$ cat config.mk
export PLATFORM = sky130hd
export DESIGN_NAME = fft_output_streamer
export DESIGN_NICKNAME = d
export VERILOG_FILES = /design/src/rtl/fft_output_streamer.sv
export SDC_FILE = /design/constraint.sdc
export NUM_CORES = 1
export LEC_CHECK = 0
export BUFFER_PORTS_ARGS = -buffer_cell sky130_fd_sc_hd__buf_2
export CORE_MARGIN = 2
export CORE_UTILIZATION = 55
export DETAILED_ROUTE_END_ITERATION = 12
export GPL_ROUTABILITY_DRIVEN = 1
export PLACE_DENSITY = 0.86
export SLEW_MARGIN = 25
export SYNTH_ARGS = -nofsm -noshare
export SYNTH_HDL_FRONTEND = slang
export SYNTH_SLANG_ARGS = --single-unit
$ cat constraint.sdc
create_clock -name clk -period 2.6 [get_ports clk]
set_clock_uncertainty 0.05 [all_clocks]
set_input_delay 0.26 -clock clk [delete_from_list [all_inputs] [get_ports clk]]
set_output_delay 0.26 -clock clk [all_outputs]
set_load 0.1 [all_outputs]
$ cat src/rtl/fft_output_streamer.sv
// ---------------------------------------------------------------------------
// fft_output_streamer
//
// Drains one FFT frame from the parallel-to-serial stage and sends it to the
// host as a byte stream. When the FFT core signals that a frame is ready, this
// block does the following:
//   - loads the parallel-to-serial stage;
//   - sends a HEADER byte so the host can find the start of the frame;
//   - strobes each result word out of the stage, one at a time;
//   - sends each word as two bytes, most significant byte first, on a
//     valid/ready link.
//
// Ports:
//   clk          rising-edge clock
//   n_rst        asynchronous active-low reset
//   fft_done     one-cycle pulse, FFT results ready on the stage inputs
//   serial_in    current word from the parallel-to-serial stage
//   load_enable  one-cycle load pulse to the parallel-to-serial stage
//   out_strobe   one-cycle shift pulse to the parallel-to-serial stage
//   byte_out     stream data to the host link
//   byte_valid   stream valid
//   byte_ready   stream ready from the host link
//   busy         high whenever a frame is in progress
//   frame_done   one-cycle pulse after the last byte of a frame transfers
//   overrun      sticky flag, fft_done arrived while a frame was in progress
// ---------------------------------------------------------------------------
module fft_output_streamer #(
   parameter int         WORDS  = 32,
   parameter int         DATA_W = 16,
   parameter logic [7:0] HEADER = 8'hA5
) (
   input  logic              clk,
   input  logic              n_rst,
   input  logic              fft_done,
   input  logic [DATA_W-1:0] serial_in,
   output logic              load_enable,
   output logic              out_strobe,
   output logic [7:0]        byte_out,
   output logic              byte_valid,
   input  logic              byte_ready,
   output logic              busy,
   output logic              frame_done,
   output logic              overrun
);

   localparam int CNT_W = (WORDS > 1) ? $clog2(WORDS) : 1;

   typedef enum logic [2:0] {
      IDLE,
      LOAD,
      HDR,
      STROBE,
      CAPTURE,
      SEND_HI,
      SEND_LO,
      DONE
   } state_t;

   state_t            state;
   state_t            state_next;
   logic [CNT_W-1:0]  word_cnt;
   logic [DATA_W-1:0] word_reg;
   logic              transfer;
   logic              last_word;

   assign transfer  = byte_valid && byte_ready;
   assign last_word = (word_cnt == CNT_W'(WORDS - 1));

   // State register. A reset drops the frame at once. The host finds the
   // start of the next frame by looking for the HEADER byte.
   always_ff @(posedge clk or negedge n_rst) begin
      if (!n_rst) begin
         state <= IDLE;
      end else begin
         state <= state_next;
      end
   end

   // Datapath registers:
   // - word_cnt is cleared when the stage is loaded. It advances only after
   //   the low byte of a word transfers, so it always holds the index of the
   //   word in flight.
   // - word_reg is captured one cycle after the strobe, because the stage
   //   registers its output on the strobe edge.
   // - overrun is sticky. A start request that arrives outside IDLE is
   //   dropped and flagged here, and is never queued.
   always_ff @(posedge clk or negedge n_rst) begin
      if (!n_rst) begin
         word_cnt <= '0;
         word_reg <= '0;
         overrun  <= 1'b0;
      end else begin
         if (state == LOAD) begin
            word_cnt <= '0;
         end else if (state == SEND_LO && transfer && !last_word) begin
            word_cnt <= word_cnt + 1'b1;
         end
         if (state == CAPTURE) begin
            word_reg <= serial_in;
         end
         if (fft_done && state != IDLE) begin
            overrun <= 1'b1;
         end
      end
   end

   // Next-state logic and Moore output decode. Every output depends only on
   // the registered state and the held word. byte_out and byte_valid
   // therefore stay stable while the sink stalls, and valid is never dropped
   // before a transfer. The FSM issues no strobe after the last word, so the
   // zero fill from the stage never reaches the host.
   always_comb begin
      state_next  = state;
      load_enable = 1'b0;
      out_strobe  = 1'b0;
      byte_valid  = 1'b0;
      byte_out    = 8'h00;
      busy        = 1'b1;
      frame_done  = 1'b0;
      case (state)
         IDLE: begin
            busy = 1'b0;
            if (fft_done) begin
               state_next = LOAD;
            end
         end
         LOAD: begin
            load_enable = 1'b1;
            state_next  = HDR;
         end
         HDR: begin
            byte_valid = 1'b1;
            byte_out   = HEADER;
            if (transfer) begin
               state_next = STROBE;
            end
         end
         STROBE: begin
            out_strobe = 1'b1;
            state_next = CAPTURE;
         end
         CAPTURE: begin
            state_next = SEND_HI;
         end
         SEND_HI: begin
            byte_valid = 1'b1;
            byte_out   = word_reg[DATA_W-1 -: 8];
            if (transfer) begin
               state_next = SEND_LO;
            end
         end
         SEND_LO: begin
            byte_valid = 1'b1;
            byte_out   = word_reg[7:0];
            if (transfer) begin
               state_next = last_word ? DONE : STROBE;
            end
         end
         DONE: begin
            frame_done = 1'b1;
            state_next = IDLE;
         end
         default: begin
            state_next = IDLE;
         end
      endcase
   end

endmodule
======== After elaboration in Yosys (flattened, before gate mapping) ========
Index checks and enable logic that the tools add are counted.
Widths: inputs -> output; s select.
operators by class
  div/mod/pow operators ................... 0
  reductions and logical operators ........ 10
  order comparisons ....................... 0
  equality and inequality tests ........... 12
  $mul .................................... 0
  mux-type cells .......................... 14
  add/subtract/negate cells ............... 1
  bitwise logic cells ..................... 0
  shift operators ......................... 0
operator list
  cell                 number
  $pmux 3 s8           1
  $pmux 8 s3           1
  $mux 3               5
  $eq 3x3->1 const B   4
  $mux 5               2
  $ne 2x2->1 const B   4
  $eq 3x2->1 const B   2
  $add 5x1->5 const B  1
  $eq 5x5->1 const B   1
  $mux 1               5
  $logic_and 1x1->1    4
  $reduce_and 4->1     1
  $eq 3x1->1 const B   1
  $logic_not 3->1      1
  $reduce_bool 3->1    1
  $reduce_or 3->1      1
  $reduce_bool 2->1    1
  $logic_not 1->1      1
storage, ports and cells
  memories kept ........................... 0
  register bits ........................... 25
  input port bits ......................... 20
  logic and storage cells ................. 41
  bits in writable memories ............... 0
  bits in read-only memories .............. 0
  output and inout port bits .............. 14
  latch bits .............................. 0

======== Depth between registers and ports, before layout ========
  depth after elaboration ................. 8
  gate-level depth with buffers ........... 6
  mapped depth without buffers ............ 6

======== Worst setup path before layout ========
Ideal clock, no wire load.
  path kind ............................... reg-to-output
  start point ............................. register state[1]
  end point ............................... output port byte_out[1]
  slack ................................... 0.011 ns
  required time ........................... 2.290 ns
  path buffers ............................ 1
  arrival time ............................ 2.279 ns
  cell stages (with the launch flop) ...... 5
  path through ............................ dfrtp_1 > nor2b_1 > buf_2 > a22oi_1 > nor2b_1
between the ends
  word-level cells in the longest chain between the ends .. 2
  elaborated cells on any way between the ends .. 4
  those cells by class .................... 3 x eq/ne; 1 x mux
RTL lines
  what                                             RTL line  text
  from (decl)                                      59        state_t state;
  from (signal assigned)                           75        state <= state_next;
  $eq 3x3->1 / $eq 3x2->1 (equally long branches)  120       case (state)
  $pmux 8 s3 (*)                                   120
  to (decl)                                        38        output logic [7:0] byte_out,
Every way passes the cells marked *; elsewhere a longest branch is shown, timed or not.

======== Final worst setup path ========
  start point ............................. register state[0]
  end point ............................... output port byte_out[0]
Same word-level chain as after synthesis.

==> metrics.csv <==
stage;metric;value;unit
finish;drive_gt1_frac;0.424;
logic_synthesis;synth.area.mux_share;0.143;
finish;diodes;0;
sta;max_freq;407;MHz
setup_path;critPathLaunchType;flip-flop;
setup_path;cp.required;2.29;ns
placed_design;dp_hpwl;1790;um
sta;holdWs;0.116;ns
global_route;overflow;0;
die;placementRows;17;
cts;clockBufferDepth;2;
route;first_pass_iters;4;
logic_synthesis;synth_compound_area_frac;0.151;
global_route;grt_pass1_wl;4200;um
logic_synthesis;synthesis.nets;131;
logic_synthesis;syn_inst;109;
hold_path;hold-path-endpoint;word_reg[5];
logic_synthesis;synth_top_family_by_area;simple AND/OR/NAND/NOR gates;
setup_path;reg2reg_depth;6;
logic_synthesis;synth_area_leaders;dfrtp_1 50%, mux2_2 14%, nor2b_1 4.0%;
logic_synthesis;netlist_top_cells_count;25 x dfrtp_1, 16 x mux2_2, 8 x nor2b_1, 7 x nand2_1, 6 x o21ai_0;
cts;htree_levels;1;
setup_path;arrival;2.15;ns
sta;rsz0062_at_grt;false;
setup_path;r2r_slack;0.57;ns
route;wirelength;2470;um
placed_design;portBuffers;33;
sta;drv_slew;0;
route;drt_iter0_markers;11;
setup_path;cp-end-kind;primary output;
setup_path;r2r-start;word_cnt[0];
hold_path;hold_path_depth;2;
die;die_area;2700;um2
die;start_util;0.577;
route;ant_nets;0;
finish;syn_to_final_growth;18.1;%
sta;worst-slew-pin-transition;0.536;ns
logic_synthesis;netlist.area_leader.share;0.495;
sta;slew_headroom;0.643;
sta;period_needed;2.46;ns
flow_run;cap_violations;0;
cts;root_buffer;clkbuf_4;
logic_synthesis;ys_seq_area_frac;0.495;
hold_path;hold_start;serial_in[5];
die;die_w;51.9;um
route;wl_per_cell;14.4;um
hold_path;holdCritPathClass;in2reg;
logic_synthesis;synth.distinct_cells;30;
logic_synthesis;synth_edf_count;0;
logic_synthesis;synth-xor-area-share;0;
setup_path;r2r_end;word_cnt[3];
route;route.detailed.drc;0;
sta;hold_violations;0;
die;die_h;51.9;um
die;coreArea;2190;um2
placed_design;gp_congestion;0.782;
cts;clock-sinks;25;
sta;fin_tns_setup;0;ns
global_route;grt_max_degree;26;
global_route;track_usage;0.210;
outcome;status;completed;
route;via_per_inst;5.57;
logic_synthesis;synth_top_area_cell;dfrtp_1;
setup_path;critPathKind;reg2out;
logic_synthesis;avgSynthCellArea;11.6;um2
logic_synthesis;synthAdderAreaFrac;0.0198;
logic_synthesis;async_flop_share;1.00;
finish;largest_register_ffs;16;
global_route;antenna_found_initial;0;
logic_synthesis;syn_area;1260;um2
cts;cts_made_buffers;3;
cts;clk_pin_slew;0.14;ns
logic_synthesis;synth-seq-cells;25;
logic_synthesis;yosys.area_share.simple;0.161;
logic_synthesis;synthFlopType;dfrtp_1;
finish;nets;167;
sta;setup_viol;0;
global_route;grt_pass1_vias;936;
sta;period_share;0.945;
die;io_pins;34;
finish;final_core_util;0.681;
logic_synthesis;ys_warn_count;0;
setup_path;cp_max_fo;13;
route;dr_total_vias;958;
cts;cts_tree;built;
cts;clk_latency;0.31;ns
logic_synthesis;synthMostInstantiatedCell;dfrtp_1;
==> layout by cell type, fill, tap and decap left out, drive strengths merged, types with 3 or more instances in the layout <==
master / n
a21o: 3
a22o: 4
a22oi: 4
and3: 4
buf: 36
clkbuf: 3
dfrtp: 25
mux2: 16
nand2: 7
nand2b: 3
nor2b: 8
o21ai: 6
==> worst max path at each step <==
| stage | end | slack, ns | start | depth (start not counted) |
|---|---|---|---|---|
| final | byte_out[0] | 0.14 | state[0] | 4 |
| after floorplan | byte_out[1] | 0.01 | state[1] | 4 |
| after global routing | byte_out[2] | 0.01 | state[0] | 4 |
| after detailed placement | byte_out[0] | 0.41 | state[0] | 4 |
| after CTS | byte_out[0] | 0.01 | state[0] | 4 |
| after global placement | byte_out[5] | 0.49 | state[0] | 4 |
==> worst max-delay path, cell delays in order, from the launching register on <==
cell and delay, ns:
dfrtp_1 0.60, nor2b_2 0.37, and2_1 0.27, a22o_1 0.17, buf_2 0.42
==> area by class of cell <==
type | count | area (um2)
Clock buffer | 3 | 22.5
Clock inverter | 1 | 5.00
Fill cell | 182 | 698
Inverter | 1 | 3.75
Multi-Input combinational cell | 77 | 603
Sequential cell | 25 | 626
Tap cell | 28 | 35.0
Timing Repair Buffer | 37 | 198
==> per-stage QoR <==
stage          instance area, um2  instances  worst slack (ns)
3_5_place_dp                 1450        167             0.410
3_3_place_gp                 1450        167             0.485
6_report                     1490        172             0.142
4_1_cts                      1490        172            0.0146
2_1_floorplan                1260        109            0.0112
5_1_grt                      1490        172            0.0114
==> kinds of logic after synthesis <==
family | count (synthesis)
AO/OA/AOI/OAI | 25
adder cells (fa/ha/maj) | 2
buffers and inverters | 7
flip-flops | 25
multiplexers | 16
AND/OR/NAND/NOR | 34
==> repair_timing <==
| item | 4_1_cts | 5_1_grt |
|---|---|---|
| resized for setup | 0 | 1 |
| setup endpoints to repair | 0 | 6 |
| hold buffers | 1 | 0 |
| endpoints found under the hold margin | 25 | 0 |
| setup buffers | 0 | 0 |
==> layer usage <==
layer | vias up | global-route usage | wire, um
met2 | 18 | 0.363 | 1330
met1 | 468 | 0.270 | 1060
li1 | 470 | - | -
met4 | 0 | 0.0570 | 14
met5 | - | 0 | 0
met3 | 2 | 0.0345 | 70
Power is left out: the tool's default activity adds up to more than one toggle a clock period on the data nets, which glitch-free logic cannot reach.
